[src/rtl/rst_seq_pkg.sv]
// rst_seq_pkg: shared FSM state type and default parameters for the reset sequencer.
package rst_seq_pkg;

    typedef enum logic [1:0] {
        HOLD_RST,
        SEQ,
        RUN
    } state_t;

    localparam int DEF_SYNC_STAGES = 2;
    localparam int DEF_NUM_CH      = 4;
    localparam int DEF_HOLD_CYCLES = 16;

endpackage

[src/rtl/rst_seq_if.sv]
// rst_seq_if: soft-reset request in, sequenced channel resets and done flag out.
interface rst_seq_if import rst_seq_pkg::*; #(
    parameter int NUM_CH = DEF_NUM_CH
);

    logic              sw_rst_req;
    logic [NUM_CH-1:0] rst_out;
    logic              rst_done;

    modport master (
        output sw_rst_req,
        input  rst_out,
        input  rst_done
    );

    modport slave (
        input  sw_rst_req,
        output rst_out,
        output rst_done
    );

endinterface

[src/rtl/rst_seq_sync.sv]
// rst_sync: asynchronous-assert, synchronous-release reset synchronizer chain.
module rst_sync #(
    parameter int SYNC_STAGES = 2
) (
    input  logic clk,
    input  logic rst,
    output logic rst_sync_out
);

    logic [SYNC_STAGES-1:0] r_chain;

    always_ff @(posedge clk or posedge rst) begin
        if (rst)
            r_chain <= '1;
        else
            r_chain <= {r_chain[SYNC_STAGES-2:0], 1'b0};
    end

    assign rst_sync_out = r_chain[SYNC_STAGES-1];

endmodule

[src/rtl/rst_seq.sv]
// rst_seq: releases NUM_CH resets in ascending order, HOLD_CYCLES apart, after
// the synchronized hard reset or a soft-reset request.
module rst_seq import rst_seq_pkg::*; #(
    parameter int SYNC_STAGES = DEF_SYNC_STAGES,
    parameter int NUM_CH      = DEF_NUM_CH,
    parameter int HOLD_CYCLES = DEF_HOLD_CYCLES
) (
    input logic      clk,
    input logic      rst,
    rst_seq_if.slave bus
);

    localparam int CW = $clog2(HOLD_CYCLES + 1);
    localparam int IW = $clog2(NUM_CH + 1);

    logic              w_sync;
    logic              w_step;
    state_t            r_state, w_state;
    logic [CW-1:0]     r_cnt, w_cnt;
    logic [IW-1:0]     r_idx, w_idx;
    logic [NUM_CH-1:0] r_out, w_out;
    logic              r_done, w_done;

    rst_sync #(.SYNC_STAGES(SYNC_STAGES)) u_sync (
        .clk          (clk),
        .rst          (rst),
        .rst_sync_out (w_sync)
    );

    always_ff @(posedge clk or posedge rst) begin
        if (rst) begin
            r_state <= HOLD_RST;
            r_cnt   <= '0;
            r_idx   <= '0;
            r_out   <= '1;
            r_done  <= 1'b0;
        end else begin
            r_state <= w_state;
            r_cnt   <= w_cnt;
            r_idx   <= w_idx;
            r_out   <= w_out;
            r_done  <= w_done;
        end
    end

    // The first edge seen with the synchronizer released counts as sequence edge 1,
    // so the HOLD_RST exit behaves as a SEQ step from a zero counter.
    always_comb begin
        w_state = r_state;
        w_cnt   = r_cnt;
        w_idx   = r_idx;
        w_out   = r_out;
        w_done  = r_done;
        w_step  = (r_state == SEQ) || (r_state == HOLD_RST && !w_sync);
        if (bus.sw_rst_req && !w_sync) begin
            w_state = SEQ;
            w_cnt   = '0;
            w_idx   = '0;
            w_out   = '1;
            w_done  = 1'b0;
        end else if (w_step) begin
            w_state = SEQ;
            if (r_cnt == CW'(HOLD_CYCLES - 1)) begin
                w_cnt = '0;
                w_idx = r_idx + IW'(1);
                w_out = r_out & ~(NUM_CH'(1) << r_idx);
                if (r_idx == IW'(NUM_CH - 1)) begin
                    w_state = RUN;
                    w_done  = 1'b1;
                end
            end else begin
                w_cnt = r_cnt + CW'(1);
            end
        end
    end

    assign bus.rst_out  = r_out;
    assign bus.rst_done = r_done;

endmodule

[src/flat_wrapper.sv]
// flat-port wrapper written by rule: the top's interface ports become plain ports
module rst_seq_flat import rst_seq_pkg::*;
#(
    parameter int SYNC_STAGES = DEF_SYNC_STAGES,
    parameter int NUM_CH      = DEF_NUM_CH,
    parameter int HOLD_CYCLES = DEF_HOLD_CYCLES
)
  (clk, rst, bus_sw_rst_req, bus_rst_out, bus_rst_done);
  rst_seq_if #(.NUM_CH(NUM_CH)) bus_i ();
  input logic clk;
  input logic rst;
  input wire logic [$bits(bus_i.sw_rst_req)-1:0] bus_sw_rst_req;
  output wire logic [$bits(bus_i.rst_out)-1:0] bus_rst_out;
  output wire logic [$bits(bus_i.rst_done)-1:0] bus_rst_done;
  assign bus_i.sw_rst_req = bus_sw_rst_req;
  assign bus_rst_out = bus_i.rst_out;
  assign bus_rst_done = bus_i.rst_done;
  rst_seq #(.SYNC_STAGES(SYNC_STAGES), .NUM_CH(NUM_CH), .HOLD_CYCLES(HOLD_CYCLES)) u_core (.clk(clk), .rst(rst), .bus(bus_i));
endmodule
[config.mk]
export PLATFORM = sky130hd
export DESIGN_NAME = rst_seq_flat
export DESIGN_NICKNAME = d
export VERILOG_FILES = /design/src/rtl/rst_seq_pkg.sv /design/src/rtl/rst_seq_if.sv /design/src/rtl/rst_seq_sync.sv /design/src/rtl/rst_seq.sv /design/src/flat_wrapper.sv
export SDC_FILE = /design/constraint.sdc
export NUM_CORES = 1
export LEC_CHECK = 0
export ABC_AREA = 0
export CAP_MARGIN = 10
export CORE_UTILIZATION = 30
export DETAILED_ROUTE_END_ITERATION = 6
export DONT_BUFFER_PORTS = 1
export GPL_TIMING_DRIVEN = 0
export PLACE_DENSITY = 0.41
export SKIP_CTS_REPAIR_TIMING = 1
export SYNTH_ARGS = -nofsm -noshare
export SYNTH_HDL_FRONTEND = slang
export SYNTH_SLANG_ARGS = --single-unit
export TNS_END_PERCENT = 20
[constraint.sdc]
create_clock -name clk -period 1.7 [get_ports clk]
set_clock_uncertainty 0.05 [all_clocks]
set_input_delay 0.51 -clock clk [delete_from_list [all_inputs] [get_ports clk]]
set_output_delay 0.51 -clock clk [all_outputs]
set_load 0.01 [all_outputs]
# ---- After elaboration in Yosys (flattened, before gate mapping)
# Index checks and enable logic that the tools add are counted.
dict set report totals {
  register_bits 17
  elab_cells 41
  input_bits 3
  out_inout_bits 5
}
dict set report op_classes {
  n_addsub 2
  eq_ne 3
  n_shift 1
  reduce_logical 10
  muxes 17
  bitwise 2
}
# operator n
set ops {}
lappend ops {{2-to-1 mux 5 bit} 3}
lappend ops {{2-to-1 mux 4 bit} 3}
lappend ops {{2-to-1 mux 3 bit} 3}
lappend ops {{2-to-1 mux 2 bit} 4}
lappend ops {{nonzero test 2 bit} 3}
lappend ops {{adder 5 x 1 -> 5 bit, second input constant} 1}
lappend ops {{== test 5 x 4 -> 1 bit, second input constant} 1}
lappend ops {{bitwise AND 4 bit} 1}
lappend ops {{2-to-1 mux 1 bit} 4}
lappend ops {{NOT 4 bit} 1}
lappend ops {{left shift 1 x 3 -> 4 bit, first input constant} 1}
lappend ops {{adder 3 x 1 -> 3 bit, second input constant} 1}
lappend ops {{== test 3 x 2 -> 1 bit, second input constant} 1}
lappend ops {{AND reduction 3 bit} 1}
lappend ops {{== test 2 x 1 -> 1 bit, second input constant} 1}
lappend ops {{logical AND 1 bit} 2}
lappend ops {{logical NOT 2 bit} 1}
lappend ops {{AND reduction 2 bit} 1}
lappend ops {{logical NOT 1 bit} 1}
lappend ops {{logical OR 1 bit} 1}

# ---- Logic depth before layout (Yosys ltp)
dict set report depth {
  word_depth 6
  ltp_mapped 5
  ltp_nobuf 5
}

# ---- Cells and area by module
# From an unflattened synthesis, not the netlist that was laid out.
dict set report hier_totals {
  hier_cells 76
  area_unflattened_um2 843.3
}
# mod seq_area_each_um2 cells_each n_inst area_per_inst_um2
set modules_own_cells {}
lappend modules_own_cells {rst_seq 380.4 72 1 783.3}
lappend modules_own_cells {rst_sync 52.6 4 1 60.1}

# ---- Worst setup path after synthesis
# OpenSTA, ideal clock, no wires.
dict set report synth_path {
  path_type {flip-flop to flip-flop}
  startpoint {reg u_core.r_cnt[0]}
  endpoint {reg u_core.r_cnt[0]}
  path_buffers 1
  required_ns 1.572
  path_stages_with_launch 6
  setup_time_ns 0.078
  period_less_slack_ns 1.529
  arrival_ns 1.401
  setup_slack_ns 0.171
  cell_sequence {dfrtp_1 -> ha_1 -> and4b_1 -> buf_6 -> or4_1 -> a21oi_1}
}
dict set report synth_via {
  elab_chain_cells 4
  elab_cells_between_ends 5
  classes_between {add/sub: 1; eq/ne: 1; mux: 3}
}
# element line
set synth_lines {}
lappend synth_lines {{start, declared} rst_seq.sv:19} ;# logic [CW-1:0] r_cnt, w_cnt;
lappend synth_lines {{start signal, assigned} rst_seq.sv:39} ;# r_cnt <= w_cnt;
lappend synth_lines {{adder 5 x 1 -> 5 bit / == test 5 x 4 -> 1 bit (equally long branches)} {rst_seq.sv:72, rst_seq.sv:63}}
lappend synth_lines {{2-to-1 mux 5 bit (*)} rst_seq.sv:63} ;# if (r_cnt == CW'(HOLD_CYCLES - 1)) begin
lappend synth_lines {{2-to-1 mux 5 bit (*)} rst_seq.sv:61} ;# end else if (w_step) begin
lappend synth_lines {{2-to-1 mux 5 bit (*)} rst_seq.sv:55} ;# if (bus.sw_rst_req && !w_sync) begin
# Every way passes the cells marked *; elsewhere a longest branch is shown, timed or not. The select of a mux whose other input is x is not followed.
# A chain may end at the register's enable or synchronous reset.

# ---- Worst setup path after layout
dict set report layout_path {
  startpoint {reg u_core.r_cnt[1]}
  endpoint {reg u_core.r_cnt[0]}
}
dict set report layout_via {
  elab_chain_cells 4
}
# element line
set layout_lines {}
lappend layout_lines {{== test 5 x 4 -> 1 bit} rst_seq.sv:63}
lappend layout_lines {{2-to-1 mux 5 bit} rst_seq.sv:63}
lappend layout_lines {{2-to-1 mux 5 bit} rst_seq.sv:61}
lappend layout_lines {{2-to-1 mux 5 bit} rst_seq.sv:55}
# Every way passes these cells. The select of a mux whose other input is x is not followed.

==> summary.txt <==
WP buf/inv: 1
Drt first pass iters: 4
Share of post-route cells with drive strength above 1: 16.1%
Worst EP arrival: 1.77 ns
Worst path cell trace: ha_2 > and4b_1 > buf_6 > or4_1 > a21oi_2
Routability cong.: 0.744
Die height: 55.5 um
# diodes: 0
Run status: finished clean
Synth Area in Simple Gates: 16.6%
Port bufs: 0
Compound-Gate Fraction of Synth Area: 17.5%
Antenna viol nets, final: 0
Most common cell after layout, fill and taps aside: dfrtp_1
Pin count of the biggest net entering global routing: 18
CP Class: flip-flop to flip-flop
Mapped Avg Cell Area: 10.5 um2
DP HPWL: 1.17 mm
Final min period: 1.61 ns
Clock-pin slew on the worst setup and hold paths: 0.10 ns
# IOs: 8
Max Transition Viols Final: 0
Mux share of post-synthesis cell area: 0%
Max Fanout on Critical Path: 8
Syn Nets: 91
Hold Crit Class: input pin to async pin
Synth Instances: 82
Main synth FF type: dfrtp_1
Required @ worst endpoint: 1.87 ns
Yosys cell types: 31
Initial antenna violation count: 0
Die width: 55.5 um
Max Fclk: 621 MHz
Final setup fails: 0
Initial core utilization: 31.4%
Slew HR: 57.3%
Die ar.: 0.00308 mm2
Total grt overflow: 0
Synth Area in Adders: 8.75%
RSZ-0062 raised after global routing: no
Vias in the first global route: 646
Most frequent cells in the layout: 11 x dfrtp_1, 6 x a21oi_1, 6 x inv_1, 6 x dfstp_2
Leak: 0.000380 uW
Number of enable flip-flop cells after synthesis: 0
YS warnings: 0
Final Hold Viols: 0
Synthesized cell area: 858 um2
Final wirelength: 1.84 mm
CP Capture Type: flip-flop
Clk Latency, worst-skew pair: 0.28 ns
DR WL/cell: 15.6 um
Total track usage: 12.6%
Root buf cell: clkbuf_4
FF+latch count, synth: 17
Rows: 19
Worst vdd ir: 0.480 mV
Sequential area share after synthesis: 50.4%
Drt drc: 0
CP top delay family: simple AND/OR/NAND/NOR gates
Slowest cell on the critical path: or4_1
Setup TNS: 0 ns
Synth top area share: 32.1%
Worst Setup Start Kind: flip-flop
Global-route wire length before repair: 3.02 mm
Core Area: 0.00273 mm2
CTS Buffer Depth: 2
Largest stage delay, worst path: 0.42 ns
Final Cycle Share: 94.7%
Async set-reset flop share out of synthesis: 100%
Starting DRT DRC Count: 23
Final Power: 810 uW
# fillers: 291
Largest family of logic cells by synthesized area: compound AO/OA/AOI/OAI gates
Maxcap violations: 0
Worst Max-Slew Pin Slew: 0.640 ns
CTS tree: yes
H-tree depth: 1
Via count: 640
Avg Vias per Cell: 5.42
Post-Synth XOR/XNOR Area: 0%
Yosys top cell by area: dfrtp_1
Clk sinks: 17
Final #Nets: 97
CTS buffer count: 3
Layout area overhead: 9.18%
Area contributors post-synth: dfrtp_1 32%, dfstp_2 18%, ha_1 8.7%
Pwr Density: 864 mW/mm2
==> state kept, by name (all words and copies together) (netlist names) <==
name	count
u_core.r_cnt	5
u_core.bus.rst_out	4
u_core.r_idx	3
u_core.r_state	2
u_core.u_sync.r_chain	2
u_core.bus.rst_done	1
==> Yosys cell counts, types with 3 or more instances <==
| cell type | n |
|---|---|
| ha_1 | 6 |
| dfstp_2 | 6 |
| nand4_1 | 3 |
| dfrtp_1 | 11 |
| a21oi_1 | 7 |
| o41ai_1 | 3 |
| o31ai_1 | 3 |
| o21ai_0 | 4 |
| inv_1 | 6 |
| nand2b_1 | 5 |
| nand2_1 | 4 |
==> layer usage <==
| metal | share of wire [%] | up-vias | global-route usage (%) |
|---|---|---|---|
| li1 | - | 308 | - |
| met5 | 0 | - | 0 |
| met3 | 3.4 | 6 | 2.58 |
| met4 | 2.4 | 0 | 6.79 |
| met2 | 47 | 20 | 18.4 |
| met1 | 47 | 306 | 17.5 |
==> through the flow <==
step	setup WS, ns	utilization [%]	hold WS, ns	area [um2]	instances
4_1_cts	0.0484	33.8	0.158	923	117
3_5_place_dp	0.0712	32.8	0.303	897	113
6_report	0.0908	34.3	0.138	937	118
5_1_grt	0.00277	34.3	0.168	937	118
3_3_place_gp	0.0691	32.8	0.300	897	113
2_1_floorplan	0.171	-	0.295	858	82
==> path summary, 6_finish.rpt <==
| check | slack, ns | end | cells after the start | from |
|---|---|---|---|---|
| hold / removal | 0.14 | u_core.r_state[0] | 1 | rst |
| hold reg to reg | 0.31 | u_core.u_sync.r_chain[1] | 0 | u_core.u_sync.r_chain[0] |
| min in group clk | 0.31 | u_core.u_sync.r_chain[1] | 0 | u_core.u_sync.r_chain[0] |
| setup reg to reg | 0.09 | u_core.r_cnt[0] | 5 | u_core.r_cnt[1] |
| max in group asynchronous | 1.05 | u_core.r_cnt[3] | 1 | rst |
| setup / recovery | 0.09 | u_core.r_cnt[0] | 5 | u_core.r_cnt[1] |
==> cells by family (layout without fill, tap and decap cells) <==
logic type	count (synthesis)	in the layout
AO/OA/AOI/OAI	23	23
adder cells (fa/ha/maj)	6	6
buffers and inverters	12	17
flip-flops	17	17
other	1	1
AND/OR/NAND/NOR	23	23
==> cell type report <==
type                       instances  area, um2  area share (%)
sequential                        17        433            46.2
buffer                             5       27.5            2.94
tap                               31       38.8            4.14
clock buffer                       4       26.3            2.80
timing repair buffer               1       7.51           0.801
multi-input combinational         53        378            40.3
inverter                           7       26.3            2.80
==> where the power goes <==
group	leakage, uW	internal, uW	total (uW)	switching [uW]
sequential	0.000207	446	488	42.5
combinational	0.000158	52.6	108	55.8
clock	0.0000150	91.0	213	122
(Power assumes the default switching activity.)
